--- src/rtl/x_multdiv_pkg.sv ---
// Shared definitions for the multdiv path: divider FSM encoding and constants.
package x_multdiv_pkg;

  typedef enum logic [1:0] {
    IDLE = 2'd0,
    CALC = 2'd1,
    FIX  = 2'd2,
    DONE = 2'd3
  } div_state_e;

  localparam int          DIV_ITERS = 32;
  localparam logic [31:0] INT_MIN   = 32'h8000_0000;

endpackage

--- src/rtl/x_div_step_32.sv ---
// One radix-2 restoring iteration: shift in the next dividend bit, trial-subtract, restore on borrow.
module x_div_step_32 #(
  parameter int WIDTH = 32
) (
  input  logic [WIDTH-1:0] rem,
  input  logic             dq_msb,
  input  logic [WIDTH-1:0] dvs,
  output logic [WIDTH-1:0] rem_next,
  output logic             q_bit
);

  logic [WIDTH:0] rem_sh;
  logic [WIDTH:0] trial;
  logic           borrow;

  // rem < |divisor| <= 2^(WIDTH-1), so the shifted value fits and bit WIDTH of trial is a true sign
  always_comb begin
    rem_sh   = {rem, dq_msb};
    trial    = rem_sh - {1'b0, dvs};
    borrow   = trial[WIDTH];
    q_bit    = ~borrow;
    rem_next = borrow ? rem_sh[WIDTH-1:0] : trial[WIDTH-1:0];
  end

endmodule

--- src/rtl/x_div_seq_32.sv ---
// Multicycle signed divider: magnitudes are divided by restoring iteration, signs fixed up in one final cycle.
module x_div_seq_32
  import x_multdiv_pkg::*;
#(
  parameter int WIDTH = DIV_ITERS,
  parameter int CNT_W = 6
) (
  input  logic                    clock,
  input  logic                    reset_n,
  input  logic                    start,
  input  logic signed [WIDTH-1:0] dividend,
  input  logic signed [WIDTH-1:0] divisor,
  output logic                    busy,
  output logic                    result_valid,
  output logic signed [WIDTH-1:0] quotient,
  output logic signed [WIDTH-1:0] remainder,
  output logic                    div_by_zero,
  output logic                    overflow
);

  localparam logic [CNT_W-1:0] LAST_CNT = CNT_W'(WIDTH - 1);

  div_state_e       state, state_nxt;
  logic [CNT_W-1:0] cnt;
  logic [WIDTH-1:0] rem, dq, dvs;
  logic [WIDTH-1:0] step_rem;
  logic             step_q;
  logic             sign_q, sign_r, ovf_pend;

  // Two's-complement negate as invert plus carry-in
  function automatic logic [WIDTH-1:0] negate(input logic [WIDTH-1:0] x);
    return ~x + WIDTH'(1);
  endfunction

  // INT_MIN maps to itself, which is the correct unsigned magnitude
  function automatic logic [WIDTH-1:0] magnitude(input logic [WIDTH-1:0] x);
    return x[WIDTH-1] ? negate(x) : x;
  endfunction

  x_div_step_32 #(.WIDTH(WIDTH)) u_step (
    .rem      (rem),
    .dq_msb   (dq[WIDTH-1]),
    .dvs      (dvs),
    .rem_next (step_rem),
    .q_bit    (step_q)
  );

  always_ff @(posedge clock) begin
    if (!reset_n) state <= IDLE;
    else          state <= state_nxt;
  end

  always_comb begin
    state_nxt = state;
    case (state)
      IDLE: if (start) state_nxt = (divisor == '0) ? DONE : CALC;
      CALC: if (cnt == LAST_CNT) state_nxt = FIX;
      FIX:  state_nxt = DONE;
      DONE: state_nxt = IDLE;
      default: state_nxt = IDLE;
    endcase
  end

  always_ff @(posedge clock) begin
    if (!reset_n) begin
      cnt         <= '0;
      rem         <= '0;
      dq          <= '0;
      dvs         <= '0;
      sign_q      <= 1'b0;
      sign_r      <= 1'b0;
      ovf_pend    <= 1'b0;
      quotient    <= '0;
      remainder   <= '0;
      div_by_zero <= 1'b0;
      overflow    <= 1'b0;
    end else begin
      case (state)
        IDLE: if (start) begin
          cnt         <= '0;
          rem         <= '0;
          dq          <= magnitude(dividend);
          dvs         <= magnitude(divisor);
          sign_q      <= dividend[WIDTH-1] ^ divisor[WIDTH-1];
          sign_r      <= dividend[WIDTH-1];
          ovf_pend    <= (dividend == INT_MIN) && (divisor == '1);
          div_by_zero <= (divisor == '0);
          overflow    <= 1'b0;
          if (divisor == '0) begin
            quotient  <= '0;
            remainder <= dividend;
          end
        end
        CALC: begin
          rem <= step_rem;
          dq  <= {dq[WIDTH-2:0], step_q};
          cnt <= cnt + CNT_W'(1);
        end
        FIX: begin
          overflow <= ovf_pend;
          if (ovf_pend) begin
            quotient  <= INT_MIN;
            remainder <= '0;
          end else begin
            quotient  <= sign_q ? negate(dq) : dq;
            remainder <= sign_r ? negate(rem) : rem;
          end
        end
        default: ;
      endcase
    end
  end

  assign busy         = (state != IDLE);
  assign result_valid = (state == DONE);

endmodule

--- config.mk ---
export PLATFORM = sky130hd
export DESIGN_NAME = x_div_seq_32
export DESIGN_NICKNAME = d
export VERILOG_FILES = /design/src/rtl/x_multdiv_pkg.sv /design/src/rtl/x_div_step_32.sv /design/src/rtl/x_div_seq_32.sv
export SDC_FILE = /design/constraint.sdc
export NUM_CORES = 1
export LEC_CHECK = 0
export ABC_AREA = 1
export BUFFER_PORTS_ARGS = -buffer_cell sky130_fd_sc_hd__buf_2
export CORE_MARGIN = 5
export CORE_UTILIZATION = 50
export DETAILED_ROUTE_END_ITERATION = 8
export GPL_ROUTABILITY_DRIVEN = 0
export HOLD_SLACK_MARGIN = 0.05
export PLACE_DENSITY = 0.8
export SYNTH_ARGS = -nofsm -noshare
export SYNTH_HDL_FRONTEND = slang
export SYNTH_SLANG_ARGS = --single-unit
--- constraint.sdc ---
create_clock -name clock -period 6.76 [get_ports clock]
set_clock_uncertainty 0.2 [all_clocks]
set_input_delay 0.676 -clock clock [delete_from_list [all_inputs] [get_ports clock]]
set_output_delay 0.676 -clock clock [all_outputs]
set_load 0.05 [all_outputs]
# --- Yosys cells after proc, flatten, opt, wreduce, memory -nomap -nowiden ---
# Cells that the tools add are included.
op_classes:
  n_addsub: 6
  mul: 0
  div: 0
  magnitude_cmp: 0
  eq_ne: 9
  shifts: 0
  muxes: 25
  n_bitwise: 6
  n_reduce_logical: 11
op_table:
  columns: ["op", "count"]
  rows:
  - ["two-way mux 32 bit", 13]
  - ["one-hot mux 32 bit (2 select lines)", 4]
  - ["adder 32 x 1 -> 32 bit (second input constant)", 4]
  - ["inverter 32 bit", 4]
  - ["== test 32 bit (second input constant)", 2]
  - ["subtractor 33 x 32 -> 33 bit", 1]
  - ["logical NOT 32 bit", 1]
  - ["one-hot mux 6 bit (2 select lines)", 1]
  - ["one-hot mux 2 bit (4 select lines)", 1]
  - ["AND reduction 2 bit", 4]
  - ["adder 6 x 1 -> 6 bit (second input constant)", 1]
  - ["== test 6 x 5 -> 1 bit (second input constant)", 1]
  - ["two-way mux 2 bit", 3]
  - ["two-way mux 6 bit", 1]
  - ["inequality test 2 bit (second input constant)", 3]
  - ["nonzero test 2 bit", 3]
  - ["== test 2 bit (second input constant)", 2]
  - ["AND reduction 3 bit", 1]
  - ["== test 2 x 1 -> 1 bit (second input constant)", 1]
  - ["logical NOT 2 bit", 1]
  - ["one-hot mux 1 bit (2 select lines)", 1]
  - ["logical AND 1 bit", 1]
  - ["two-way mux 1 bit", 1]
  - ["inverter 1 bit", 1]
  - ["bitwise XOR 1 bit", 1]
totals:
  reg_bits: 173
  latch_bits: 0
  mem_bits_rw: 0
  rom_bits: 0
  input_bits: 67
  output_inout_bits: 68
  elab_cells: 69
  n_memories: 0

# --- Longest topological paths before layout ---
# Gate-level depths: netlist (run 1).
logic_depth:
  ltp_word: 5
  mapped_depth: 18
  ltp_nobuf: 17

# --- Modules after synthesis ---
# From an unflattened synthesis (run 1), not the netlist that was laid out.
hier_totals:
  cells_unflattened: 2374
  area_unflattened_um2: 13604.3
by_module_without_submodules:
  columns: ["module", "instances", "cells_each", "area_each_um2", "seq_area_each_um2"]
  rows:
  - ["x_div_seq_32", 1, 1691, 10441.3, 3463.3]
  - ["x_div_step_32", 1, 683, 3163.0, 0.0]

# --- Least setup slack after synthesis (run 1) ---
# Ideal clock, no wire load.
synth_path:
  path_type: "input port to flip-flop"
  startpoint: "input port divisor[0]"
  endpoint: "register quotient[15]"
  setup_ns: 0.131
  arrival_ns: 2.114
  t_required_ns: 6.429
  slack_ns: 4.315
  cell_stages: 13
  n_path_buf: 2
  path_cell_list: "inv_1 > ha_1 > nand4_2 > nor2_4 > nand3_2 > nor2_2 > nand3_2 > nand2_4 > inv_2 > buf_6 > buf_2 > nand2_1 > a21oi_2"
synth_via:
  elab_chain_len: 3
synth_lines:
  columns: ["item", "line", "source"]
  rows:
  - ["start, declared", "x_div_seq_32.sv:12", "input logic signed [WIDTH-1:0] divisor,"]
  - ["logical NOT 32 bit", "x_div_seq_32.sv:89", "if (divisor == '0) begin"]
  - ["inequality test 2 bit (no line)", null, null]
  - ["AND reduction 3 bit (no line)", null, null]
  - ["end signal, assigned", "x_div_seq_32.sv:105", "quotient <= sign_q ? negate(dq) : dq;"]
  - ["end, declared", "x_div_seq_32.sv:15", "output logic signed [WIDTH-1:0] quotient,"]
# No other way between the ends.
# A chain may end at the register's enable or synchronous reset.

# --- Worst setup path in the final report (run 1) ---
layout_path:
  startpoint: "register state[1]"
  endpoint: "register cnt[5]"
layout_via:
  elab_chain_len: 3
  word_cells_on_any_way: 6
  classes_between: "2 x eq/ne; 1 x mux; 3 x reduce/logical"
layout_lines:
  columns: ["item", "line", "source"]
  rows:
  - ["start, declared", "x_div_seq_32.sv:23", "div_state_e state, state_nxt;"]
  - ["start signal, assigned", "x_div_seq_32.sv:50", "else state <= state_nxt;"]
  - ["== test 2 x 1 -> 1 bit or logical NOT 2 bit (tied branches)", "x_div_seq_32.sv:78", "case (state)"]
  - ["nonzero test 2 bit (no line) or inequality test 2 bit (tied branches)", null, null]
  - ["AND reduction 2 bit (no line)", null, null]
  - ["end signal, assigned", "x_div_seq_32.sv:97", "cnt <= cnt + CNT_W'(1);"]
  - ["end, declared", "x_div_seq_32.sv:24", "logic [CNT_W-1:0] cnt;"]
# Parallel ways exist; a longest one is shown, timed or not.

==> results of run 1 <==
[worst max-delay path, stage by stage (launching register included)]
cell and delay, ps:
dfxtp_1 340, inv_1 110, ha_1 900, inv_2 600
o21ai_2 800, inv_2 40, buf_4 400, nor2_1 230
nand3_1 110, inv_2 70, nand2_1 60, nand2_1 50
nor3b_1 180
[cells in the final DEF (no fill, tap or decap), drive strengths merged]
master	instances
nand2	615
inv	307
a21oi	231
nor2	200
nand3	194
dfxtp	173
o21ai	150
buf	143
xor2	44
ha	42
nand4	27
nor3	23
o211ai	22
xnor2	18
clkbuf	17
a31oi	13
nand3b	12
nor4	8
clkinv	8
o21bai	5
or2	4
and2	3
o221ai	3
o31ai	3
a221oi	3
o22ai	3
a21o	2
o21a	2
nor3b	2
and3	2
o221a	1
o32ai	1
fa	1
bufinv	1
clkinvlp	1
[registers in the layout, summed over array words and instances, names as in the netlist]
name and cells:
div_by_zero 1, state 2, cnt 6, overflow 1
sign_r 1, dq 32, rem 32, sign_q 1
quotient 32, dvs 32, remainder 32, ovf_pend 1
[area by class of cell]
type	count	area (sq um)	share of cell area, %
Clock buffer	17	425.4	2.940
Clock inverter	15	196.4	1.357
Inverter	302	1137	7.859
Multi-Input combinational cell	1634	8092	55.91
Sequential cell	173	3463	23.93
Tap cell	335	419.2	2.896
Timing Repair Buffer	143	738.2	5.101
[power breakdown]
part,switching (mW),total [mW],internal [mW],leakage (nW)
combinational,1.72,2.40,0.686,5.46
sequential,0.170,1.38,1.21,1.41
clock,0.498,1.04,0.537,0.299
[routing by layer]
layer	wire length [um]	vias to the layer above	part of all wire (%)
met1	17580	6637	41
li1	-	7283	-
met5	0	-	0
met3	4318	116	10
met4	2200	0	5.2
met2	18590	758	44
[through the flow]
step / area (sq um) / cells / total power, mW / util [%] / setup WS, ps
floorplan: 13060 / 2195 / 3.145 / - / 4315
global placement: 13850 / 2587 / 3.688 / 53.45 / 2874
detailed placement: 13850 / 2587 / 3.736 / 53.45 / 2634
CTS: 14470 / 2619 / 4.767 / 55.85 / 2633
global route: 14470 / 2619 / 5.149 / 55.85 / 2258
finish: 14470 / 2619 / 4.813 / 55.85 / 2580
[path summary, 6_finish.rpt]
check | startpoint | endpoint | slack [ps] | cells after the start
min | quotient[23] | quotient[23] | 260 | 2
max | state[1] | cnt[5] | 2580 | 12
min reg2reg | quotient[23] | quotient[23] | 260 | 2
max reg2reg | state[1] | cnt[5] | 2580 | 12
[cell families after synthesis]
| kind of cell | synth area share [%] |
|---|---|
| AOI/OAI and AO/OA | 18.07 |
| xor gates and xnor gates | 4.157 |
| adders and majority gates | 4.176 |
| buffers and inverters | 11.57 |
| DFF | 26.51 |
| and+or+nand+nor | 35.51 |
==> flow_metrics.env, run 1 <==
export IMPL_status="finished clean"
export IMPL_powerDensity_nw_per_um2=332.6
export IMPL_worstSetupEndpointType="flip-flop"
export IMPL_fin_nets=2381
export IMPL_antenna_found_initial=0
export IMPL_port_buffer_count=134
export IMPL_yosys_warnings=0
export IMPL_synth_cells=2195
export IMPL_ys_seq_area_share_pct=26.51
export IMPL_fmax_mhz=239.2
export IMPL_grt_busiest_layer="met2"
export IMPL_netlist_top_cells_area="dfxtp_1 (27%), nand2_1 (17%), a21oi_1 (8.7%)"
export IMPL_htree_num_levels=4
export IMPL_cts_root_buf="clkbuf_16"
export IMPL_synth_top_area_share_pct=26.51
export IMPL_fillers=2565
export IMPL_syn_avg_cell_area_sq_um=5.952
export IMPL_criticalPathCategory="flip-flop to flip-flop"
export IMPL_cp_start_kind="flip-flop"
export IMPL_num_vias=14790
export IMPL_leakagePower_nw=7.169
export IMPL_wl_per_cell_um=16.30
export IMPL_grt_max_degree=83
export IMPL_post_route_period_util_pct=61.84
export IMPL_async_reset_ff_share_pct=0
export IMPL_drive_gt1_share_pct=9.326
export IMPL_post_cts_buffers=0
export IMPL_drc=0
export IMPL_holdWs_ps=262.3
export IMPL_cts_sinks=173
export IMPL_ios=135
export IMPL_ir_drop_v=0.0002600
export IMPL_cts_tree="done"
export IMPL_coreArea_sq_um=25910
export IMPL_finalHoldViolCount=0
export IMPL_synth_edf_count=0
export IMPL_finalSetupViolCount=0
export IMPL_final_setup_tns_ps=0
export IMPL_synthesis_nets=2305
export IMPL_grt_met3_usage_pct=4.735
export IMPL_overflow=0
export IMPL_routed_wl_um=42690
export IMPL_grtUsageTotal_pct=28.50
export IMPL_num_rows=59
export IMPL_crit_arrival_ps=4330
export IMPL_dr_pass1_iters=6
export IMPL_grt_pass1_wl_um=67890
export IMPL_rsz0062_at_grt="no"
export IMPL_postCtsResizedCells=0
export IMPL_die_y_um=171.6
export IMPL_clock_latency_ps=450
export IMPL_die_w_um=171.6
export IMPL_yosys_area_top_type="dfxtp_1"
export IMPL_drtIter0Drc=1693
export IMPL_syn_cell_area_sq_um=13060
export IMPL_die_area_sq_um=29460
export IMPL_critPathMaxFanout=82
export IMPL_synth_flop_cell="dfxtp_1"
export IMPL_start_util_pct=50.42
export IMPL_cts_buffers=17
export IMPL_drv_slew=0
export IMPL_antennaDiodeCount=0
export IMPL_drv_cap=0
export IMPL_area_growth_pct=10.77
export IMPL_yosysMostFrequentCell="nand2_1"
export IMPL_ant_nets=0
export IMPL_post_route_min_period_ps=4181
export IMPL_hp_class="flip-flop to flip-flop"
export IMPL_max_slew_margin_rel_pct=26.10
export IMPL_clk_pin_slew_ps=70
export IMPL_synth_common_cells="nand2_1 (606), inv_1 (295), a21oi_1 (227)"
export IMPL_grt_pass1_vias=13350
export IMPL_ys_seq_elements=173
export IMPL_critical_path_required_ps=6910
export IMPL_met1_usage_pct=38.28
export IMPL_synth_cell_type_count=51
export IMPL_max_slew_worst_pin_slew_ps=1108
export IMPL_clock_path_buffers=2
export IMPL_cts_hold_buf=0
export IMPL_met2_usage_pct=44.56
export IMPL_viasPerCell=5.649
export IMPL_dpl_hpwl_um=32950
Power figures use the tool's default switching activity.
==> run 2, diff against run 1 <==
- PLACE_DENSITY: 0.8 -> 0.83
- clock period: 6.76 -> 3.8 ns (I/O delays scaled with it)
==> run 2 against run 1 <==
Net effect: die area is the same; worst setup slack lost 1900 ps; non-clock buffer count grew 5; sequential power grew 79%; cell count grew 0.19%; largest power group unchanged; fmax grew 33%; design area grew 0.16%; total power grew 78%; sequential share of layout area is essentially flat; register-to-register slack lost 1900 ps.
==> flow_metrics.env, run 2 (synthesized netlist as in run 1, its figures left out) <==
export IMPL_drtIter0Drc=1427
export IMPL_cpPeakStageDelay_ps=660
export IMPL_coreArea_sq_um=25910
export IMPL_grt_pass1_vias=13710
export IMPL_cts_tree="done"
export IMPL_finalHoldViolCount=0
export IMPL_cts_buffers=17
export IMPL_crit_buf_inv=5
export IMPL_cp_cell_sequence="inv_1 > ha_1 > buf_4 > inv_2 > o21ai_2 > inv_2 > buf_12 > a21oi_1 > o21ai_0 > a21oi_1"
export IMPL_clock_power_share_pct=20.7
export IMPL_ant_nets=0
export IMPL_htree_num_levels=4
export IMPL_clock_path_buffers=2
export IMPL_crit_arrival_ps=3300
export IMPL_dpl_hpwl_um=33260
export IMPL_clk_pin_slew_ps=80
export IMPL_reg2reg_depth=10
export IMPL_critical_path_required_ps=3950
export IMPL_leakagePower_nw=7.178
export IMPL_drc=0
export IMPL_reg2reg_slack_ps=650
export IMPL_p_int_mw=4.276
export IMPL_grtUsageTotal_pct=28.60
export IMPL_ios=135
export IMPL_die_area_sq_um=29460
export IMPL_overflow=0
export IMPL_max_slew_worst_pin_slew_ps=916.9
export IMPL_post_route_period_util_pct=82.96
export IMPL_rr_endpoint="dq[26]"
export IMPL_hold_start="dividend[17]"
export IMPL_status="finished clean"
export IMPL_finalSetupViolCount=0
export IMPL_max_slew_margin_rel_pct=38.31
export IMPL_port_buffer_count=134
export IMPL_cp_start_kind="flip-flop"
export IMPL_fin_nets=2386
export IMPL_fmax_mhz=317.2
export IMPL_power_frac_seq_pct=28.9
export IMPL_dr_pass1_iters=8
export IMPL_hp_class="primary input to flip-flop"
export IMPL_path_depth=10
export IMPL_viasPerCell=5.724
export IMPL_final_setup_tns_ps=0
export IMPL_critPathTopFamily="buffers and inverters"
export IMPL_grt_pass1_wl_um=68370
export IMPL_area_growth_pct=10.96
export IMPL_holdWs_ps=74.36
export IMPL_critPathMaxFanout=47
export IMPL_post_cts_buffers=0
export IMPL_antennaDiodeCount=0
export IMPL_drive_gt1_share_pct=9.480
export IMPL_swShare_pct=50.06
export IMPL_crit_path_end="dq[26]"
export IMPL_post_route_min_period_ps=3152
export IMPL_worstSetupEndpointType="flip-flop"
export IMPL_cts_root_buf="clkbuf_16"
export IMPL_p_switching_mw=4.285
export IMPL_cts_hold_buf=0
export IMPL_rsz0062_at_grt="no"
export IMPL_start_util_pct=50.42
export IMPL_ir_drop_v=0.0003717
export IMPL_final_common_cell="nand2_1"
export IMPL_reg2reg_from="state[1]"
export IMPL_powerDensity_nw_per_um2=590.6
export IMPL_drv_slew=0
export IMPL_die_w_um=171.6
export IMPL_num_rows=59
export IMPL_layout_common_cells="nand2_1 (606), inv_1 (294), a21oi_1 (227), nor2_1 (194), nand3_1 (188)"
export IMPL_combPwrFrac_pct=50.4
export IMPL_postCtsResizedCells=0
export IMPL_antenna_found_initial=1
export IMPL_criticalPathCategory="flip-flop to flip-flop"
export IMPL_routed_wl_um=43280
export IMPL_wl_per_cell_um=16.49
export IMPL_cts_sinks=173
export IMPL_clock_latency_ps=440
export IMPL_num_vias=15020
export IMPL_die_y_um=171.6
export IMPL_startpoint="state[1]"
export IMPL_grt_max_degree=59
export IMPL_fillers=2518
export IMPL_drv_cap=0
export IMPL_crit_slowest_cell="o21ai_2"
==> run 2: changes by cell type in the layout (fill, tap and decap cells not counted), sizes merged <==
cell	change
clkbuf	+1
buf	+5
clkinvlp	+2
bufinv	-1
clkinv	-1
inv	-1
==> run 2: routing by layer <==
metal  track usage [%]  vias up  routed length (um)  share of wire, %
met5                 0        -                  11             0.025
met4             17.02        2                2828               6.5
met3             4.987      146                4414                10
met2             45.00      819               18710                43
met1             36.69     6779               17310                40
li1                  -     7275                   -                 -
==> run 2: how the worst min path moves through the flow <==
stage | end | slack [ps] | cells after the start
3_5_place_dp | quotient[14] | 250 | 2
4_1_cts | remainder[18] | 50 | 3
5_1_grt | remainder[18] | 70 | 3
3_3_place_gp | quotient[18] | 250 | 2
2_1_floorplan | dvs[31] | 250 | 2
6_report | remainder[17] | 70 | 3
==> run 2: tightest hold or removal path: stages <==
cell	delay (ps)
buf_2	150
nand2_1	80
a31oi_1	70
==> run 2: layout make-up <==
type                    count  area [sq um]  area share, %
inverters                 302          1137          7.846
well taps                 335         419.2          2.892
clock inverters            14         153.9          1.062
flip-flops and latches    173          3463          23.89
clock buffers              18         429.2          2.961
repair buffers            148         800.8          5.524
multi-input cells        1634          8092          55.82
==> run 2: metrics by stage <==
stage	setup WS, ps	cells	util (%)	area, sq um	total power [mW]
6_report	647.7	2624	55.94	14500	8.561
3_3_place_gp	771.4	2592	53.69	13910	6.578
2_1_floorplan	1379	2195	-	13060	5.595
4_1_cts	693.8	2624	55.94	14500	8.452
5_1_grt	349.7	2624	55.94	14500	9.121
3_5_place_dp	661.0	2592	53.69	13910	6.696
==> run 2: power groups by stage <==
stage / registers, mW / clock network [mW] / logic, mW
floorplan: 2.66 / 0 / 2.94
finish: 2.47 / 1.77 / 4.32
global placement: 2.48 / 0 / 4.09
global route: 2.51 / 1.84 / 4.77
detailed placement: 2.49 / 0 / 4.20
CTS: 2.46 / 1.76 / 4.23
